`config.mk`:
```
export PLATFORM = sky130hd
export DESIGN_NAME = rv_sdram_bridge
export DESIGN_NICKNAME = d
export VERILOG_FILES = /design/src/rtl/rv_sdram_bridge.sv
export SDC_FILE = /design/constraint.sdc
export NUM_CORES = 1
export LEC_CHECK = 0
export ABC_AREA = 1
export BUFFER_PORTS_ARGS = -buffer_cell sky130_fd_sc_hd__buf_4
export CORE_MARGIN = 8
export CORE_UTILIZATION = 34
export CTS_CLUSTER_SIZE = 12
export DETAILED_ROUTE_END_ITERATION = 10
export PLACE_DENSITY_LB_ADDON = 0.3
export SETUP_SLACK_MARGIN = 0.5
export SLEW_MARGIN = 20
export SYNTH_ARGS = -nofsm -noshare
export SYNTH_HDL_FRONTEND = slang
export SYNTH_SLANG_ARGS = --single-unit
```
`constraint.sdc`:
```
create_clock -name clk -period 1.7 [get_ports clk]
set_input_delay 0.255 -clock clk [delete_from_list [all_inputs] [get_ports clk]]
set_output_delay 0.255 -clock clk [all_outputs]
set_load 0.01 [all_outputs]
```
`src/rtl/rv_sdram_bridge.sv`:
```
// Bridges the softcore's 32-bit valid/ready bus onto the arbiter's 16-bit toggle-handshake port,
// issuing one or two half-word requests per access, with a watchdog that forces completion.
module rv_sdram_bridge #(
    parameter int AW      = 23,
    parameter int TIMEOUT = 255
) (
    input  logic          clk,
    input  logic          resetn,
    input  logic          mem_valid,
    input  logic [31:0]   mem_addr,
    input  logic [31:0]   mem_wdata,
    input  logic [3:0]    mem_wstrb,
    output logic          mem_ready,
    output logic [31:0]   mem_rdata,
    output logic [AW-1:0] rv_addr,
    output logic          rv_word,
    output logic [15:0]   rv_din,
    output logic [1:0]    rv_ds,
    output logic          rv_we,
    output logic          rv_req,
    input  logic          rv_req_ack,
    input  logic [15:0]   rv_dout,
    output logic          err
);

    typedef enum logic [2:0] {
        IDLE, REQ_LO, WAIT_LO, CAP_LO, REQ_HI, WAIT_HI, CAP_HI, DONE
    } state_t;

    state_t        state, state_next;
    logic [AW-3:0] addr_q;
    logic [31:0]   wdata_q;
    logic [3:0]    wstrb_q;
    logic [7:0]    wdog;
    logic          ack_match, launch, is_write, hi_needed, lo_skip, timeout_hit;
    logic          in_req, in_wait, hi_sel;
    logic          unused_addr_bits;

    assign ack_match        = (rv_req_ack == rv_req);
    assign launch           = (state == IDLE) && mem_valid && ack_match;
    assign is_write         = |wstrb_q;
    assign hi_needed        = !is_write || (|wstrb_q[3:2]);
    assign lo_skip          = (|mem_wstrb[3:2]) && (mem_wstrb[1:0] == 2'b00);
    assign timeout_hit      = ((wdog + 8'd1) == 8'(TIMEOUT));
    assign unused_addr_bits = ^{mem_addr[31:AW], mem_addr[1:0]};

    always_ff @(posedge clk or negedge resetn) begin
        if (!resetn) state <= IDLE;
        else         state <= state_next;
    end

    always_comb begin
        state_next = state;
        case (state)
            IDLE:    if (launch) state_next = lo_skip ? REQ_HI : REQ_LO;
            REQ_LO:  state_next = WAIT_LO;
            WAIT_LO: if (ack_match)        state_next = CAP_LO;
                     else if (timeout_hit) state_next = DONE;
            CAP_LO:  state_next = hi_needed ? REQ_HI : DONE;
            REQ_HI:  state_next = WAIT_HI;
            WAIT_HI: if (ack_match)        state_next = CAP_HI;
                     else if (timeout_hit) state_next = DONE;
            CAP_HI:  state_next = DONE;
            DONE:    state_next = IDLE;
            default: state_next = IDLE;
        endcase
    end

    always_comb begin
        mem_ready = (state == DONE);
        in_req    = (state == REQ_LO) || (state == REQ_HI);
        in_wait   = (state == WAIT_LO) || (state == WAIT_HI);
        hi_sel    = (state == REQ_HI);
    end

    // Arbiter outputs are only touched in REQ states so they stay stable through the handshake.
    always_ff @(posedge clk or negedge resetn) begin
        if (!resetn) begin
            addr_q    <= '0;
            wdata_q   <= '0;
            wstrb_q   <= '0;
            wdog      <= '0;
            mem_rdata <= '0;
            rv_addr   <= '0;
            rv_word   <= 1'b0;
            rv_din    <= '0;
            rv_ds     <= '0;
            rv_we     <= 1'b0;
            rv_req    <= 1'b0;
            err       <= 1'b0;
        end else begin
            if (launch) begin
                addr_q  <= mem_addr[AW-1:2];
                wdata_q <= mem_wdata;
                wstrb_q <= mem_wstrb;
            end
            if (in_req) begin
                rv_addr <= {addr_q, hi_sel, 1'b0};
                rv_word <= hi_sel;
                rv_din  <= is_write ? (hi_sel ? wdata_q[31:16] : wdata_q[15:0]) : 16'h0000;
                rv_ds   <= is_write ? (hi_sel ? wstrb_q[3:2] : wstrb_q[1:0]) : 2'b11;
                rv_we   <= is_write;
                rv_req  <= ~rv_req;
                wdog    <= 8'd0;
            end
            if (in_wait && !ack_match) begin
                wdog <= wdog + 8'd1;
                if (timeout_hit) begin
                    err       <= 1'b1;
                    mem_rdata <= 32'hFFFF_FFFF;
                end
            end
            // Arbiter read data is only valid in the cycle after the ack match.
            if (state == CAP_LO && !is_write) mem_rdata[15:0]  <= rv_dout;
            if (state == CAP_HI && !is_write) mem_rdata[31:16] <= rv_dout;
        end
    end

endmodule

```
==> reports/results.ini <==
[sta]
hold_slack_ns=0.02753
totalNegativeSetupSlack_ns=-4.037
fin_crit_sh=1.090
skew_ns=0.005817
post-route-min-period_ns=1.853
slew_violations=0
fmax_mhz=539.6
fin_ws_ns=-0.1531
setup_viol=48
rsz0062_at_grt=true
finalHoldViolations=0

[global_route]
grt_pass1_vias=6000
grtUsageTotal=0.1839
grt_overflow_total=0
grt_max_degree=48
grt_pass1_wl_mm=32.11
antenna_found_initial=0

[die]
die_y_um=150.3
die_area_um2=22600
initial_core_util=0.3439
core_um2=17840
die_w_um=150.3
io_pins=166
rows=49

[yosys]
synth_nets=754
synth_edf_count=0
post-synth-top-area-cell=dfrtp_1
synth_ff_type=dfrtp_1
ys_top_cells_by_count=nand2_1 (246), dfrtp_1 (143), inv_1 (59)
syn_area_um2=6135
seq_area_frac_synth=0.5833
ys_seq_elements=143
synth_async_sr_flop_share=1.000
yosysMostFrequentCell=nand2_1
synth_area_leaders=dfrtp_1 (58%), nand2_1 (15%), a21oi_4 (5.3%)
synth_cell_types=32
yosysWarnings=0
syn_inst=664
synth_top_area_share=0.5833
syn_area_per_cell_um2=9.239

[drt]
num_vias=5755
ant_nets=0
drcViolationCount=0
drt-total-wl_mm=21.09
via_per_inst=4.744
wire_per_inst_um=17.38
drt_iter0_markers=177
first_pass_iters=4

[cells_and_area]
num_antenna_cells=0
drive_gt1_frac=0.6047
fill_cells=1335
fin_cells=1213
final_util=0.6457
nets=1061
area_growth_pct=87.78

[setup_path]
cp_data_required_time_ns=2.04
worstPathMaxFanout=6
critPathSlowestCell=dfrtp_1
max_stage_delay_ns=0.39
cp_common_cell=nand2_1
cp_cell_sequence=ha_2, nand2_4, inv_2, nand2_1, nand2_1, nor2_1, nand2_1, nor2_2, nand2_2, nor2_4, nor2_4, buf_4, a21oi_2
path_class=flip-flop to flip-flop
cp-end-kind=flip-flop
critPathLaunchType=flip-flop
cp.arrival_ns=2.19

[pwr]
powerDensity_nw_per_um2=1919
intPower_mw=14.06
sw_frac_of_total=0.3643
power.leakage_nw=5.830
max-vdd-ir-drop_v=0.001148
clockPowerShare=0.171
power_frac_comb=0.555
p_switching_mw=8.053
p_seq_frac=0.274

[placement]
dp_hpwl_mm=11.01
portBuffers=153
finalWeightedCongestion=0.7817
dp.cells=1057
dp_slack_ns=-0.3608

[clock_network]
cts_tree=done
cts_num_sinks=143
h-tree-depth=4
cts_made_buffers=17
clock_latency_ns=0.42
clkSlewWorstSetupHoldPaths_ns=0.06
clk_path_buf_depth=2
clockRootBuffer=clkbuf_16

[run_status]
outcome=finished, violations left
violations=negative setup slack

[hold_path]
hp-class=input pin to flip-flop

[run]
max-cap-violations=0

[metrics by stage]
step / total power, mW / cell area [µm²]
floorplan: 9.294 / 6275
global placement: 12.01 / 7836
detailed placement: 12.14 / 7836
CTS: 20.67 / 10710
global route: 23.30 / 11520
finish: 22.11 / 11520
[per-layer routing]
layer,global-route usage,wire [µm],part of all wire,vias up
li1,-,-,-,2687
met3,0.05470,1504,0.071,33
met4,0.05147,379,0.018,0
met2,0.3063,10510,0.50,186
met1,0.2271,8694,0.41,2849
met5,0,0,0,-
[placed cells by master (no fill, tap or decap), types with 3 or more instances in the layout]
master and count:
a21oi_2 13, clkinvlp_4 5, a21oi_1 3, nor2_4 12
nand2_8 4, o21ai_2 35, o22ai_2 4, clkbuf_1 3
nand2_1 115, a21oi_4 21, buf_6 93, buf_4 162
o21ai_1 6, nor2_1 39, inv_1 56, nand3_2 3
buf_8 7, buf_16 23, dfrtp_1 141, inv_2 5
clkbuf_8 4, nand3_1 8, mux2i_2 8, nand2_4 45
nand2_2 85, xor2_1 3, buf_12 26, clkbuf_16 19
mux2i_1 6
[critical path, delay by kind of cell, from the launching register on]
kind            cells  cell delay [ns]
buf+inv             2             0.18
flops               1             0.39
compound gates      1             0.13
simple gates        9             0.84
fa+ha+maj           1             0.22
[path summary, 6_finish.rpt]
path / from / end / cells past startpoint / slack, ns
setup / recovery: wdog[0]$_DFFE_PN0P_ / mem_rdata[0]$_DFFE_PN0P_ / 13 / -0.15
hold / removal: mem_addr[2] / addr_q[0]$_DFFE_PN0P_ / 3 / 0.03
setup reg to reg: wdog[0]$_DFFE_PN0P_ / mem_rdata[0]$_DFFE_PN0P_ / 13 / -0.15
hold reg to reg: addr_q[1]$_DFFE_PN0P_ / rv_addr[3]$_DFFE_PN0P_ / 2 / 0.47
max in group asynchronous: resetn / rv_din[6]$_DFFE_PN0P_ / 3 / 0.77
min in group asynchronous: resetn / mem_rdata[17]$_DFFE_PN0P_ / 2 / 0.32
[kinds of logic (layout without fill, tap and decap cells)]
group	after synthesis	in the layout	synth area share
DFF	143	143	0.5833
xor gates and xnor gates	4	4	0.005712
muxes	15	15	0.02447
adders and majority gates	2	2	0.004078
other	1	1	0.0006113
and+or+nand+nor	321	321	0.2087
buffers and inverters	91	411	0.06221
AOI/OAI and AO/OA	87	87	0.1110
[timing repair]
action | CTS | global route
setup buffers | 70 | 27
endpoints found under the setup margin | 219 | 220
resized for setup | 301 | 148
pin swaps | 63 | 54
cloned | 24 | 2
hold endpoints to repair | 33 | 0
hold buffers | 1 | 0
[final cells by class]
cell class                 instances  area, µm²  area share
timing repair buffer             314       3582      0.3110
sequential                       143       3581      0.3109
multi-input combinational        430       3176      0.2757
clock buffer                      24      491.7     0.04268
tap                              229      286.5     0.02487
inverter                          64      282.8     0.02455
clock inverter                     8      103.9    0.009015
timing repair inverter             1      16.27    0.001412
[power groups by stage]
| stage | clock network (mW) | logic, mW | registers (mW) |
|---|---|---|---|
| floorplan | 0 | 3.28 | 6.02 |
| global placement | 0 | 6.27 | 5.74 |
| detailed placement | 0 | 6.38 | 5.76 |
| CTS | 3.86 | 10.9 | 5.88 |
| global route | 4.00 | 13.1 | 6.21 |
| finish | 3.79 | 12.3 | 6.05 |
[sequential cells by signal, indices dropped and copies added (netlist names)]
| name | cells |
|---|---|
| wstrb_q | 4 |
| rv_we | 1 |
| rv_ds | 2 |
| state | 3 |
| rv_din | 16 |
| mem_rdata | 32 |
| rv_addr | 22 |
| addr_q | 21 |
| wdata_q | 32 |
| rv_req | 1 |
| err | 1 |
| wdog | 8 |
(Power assumes the default switching activity.)
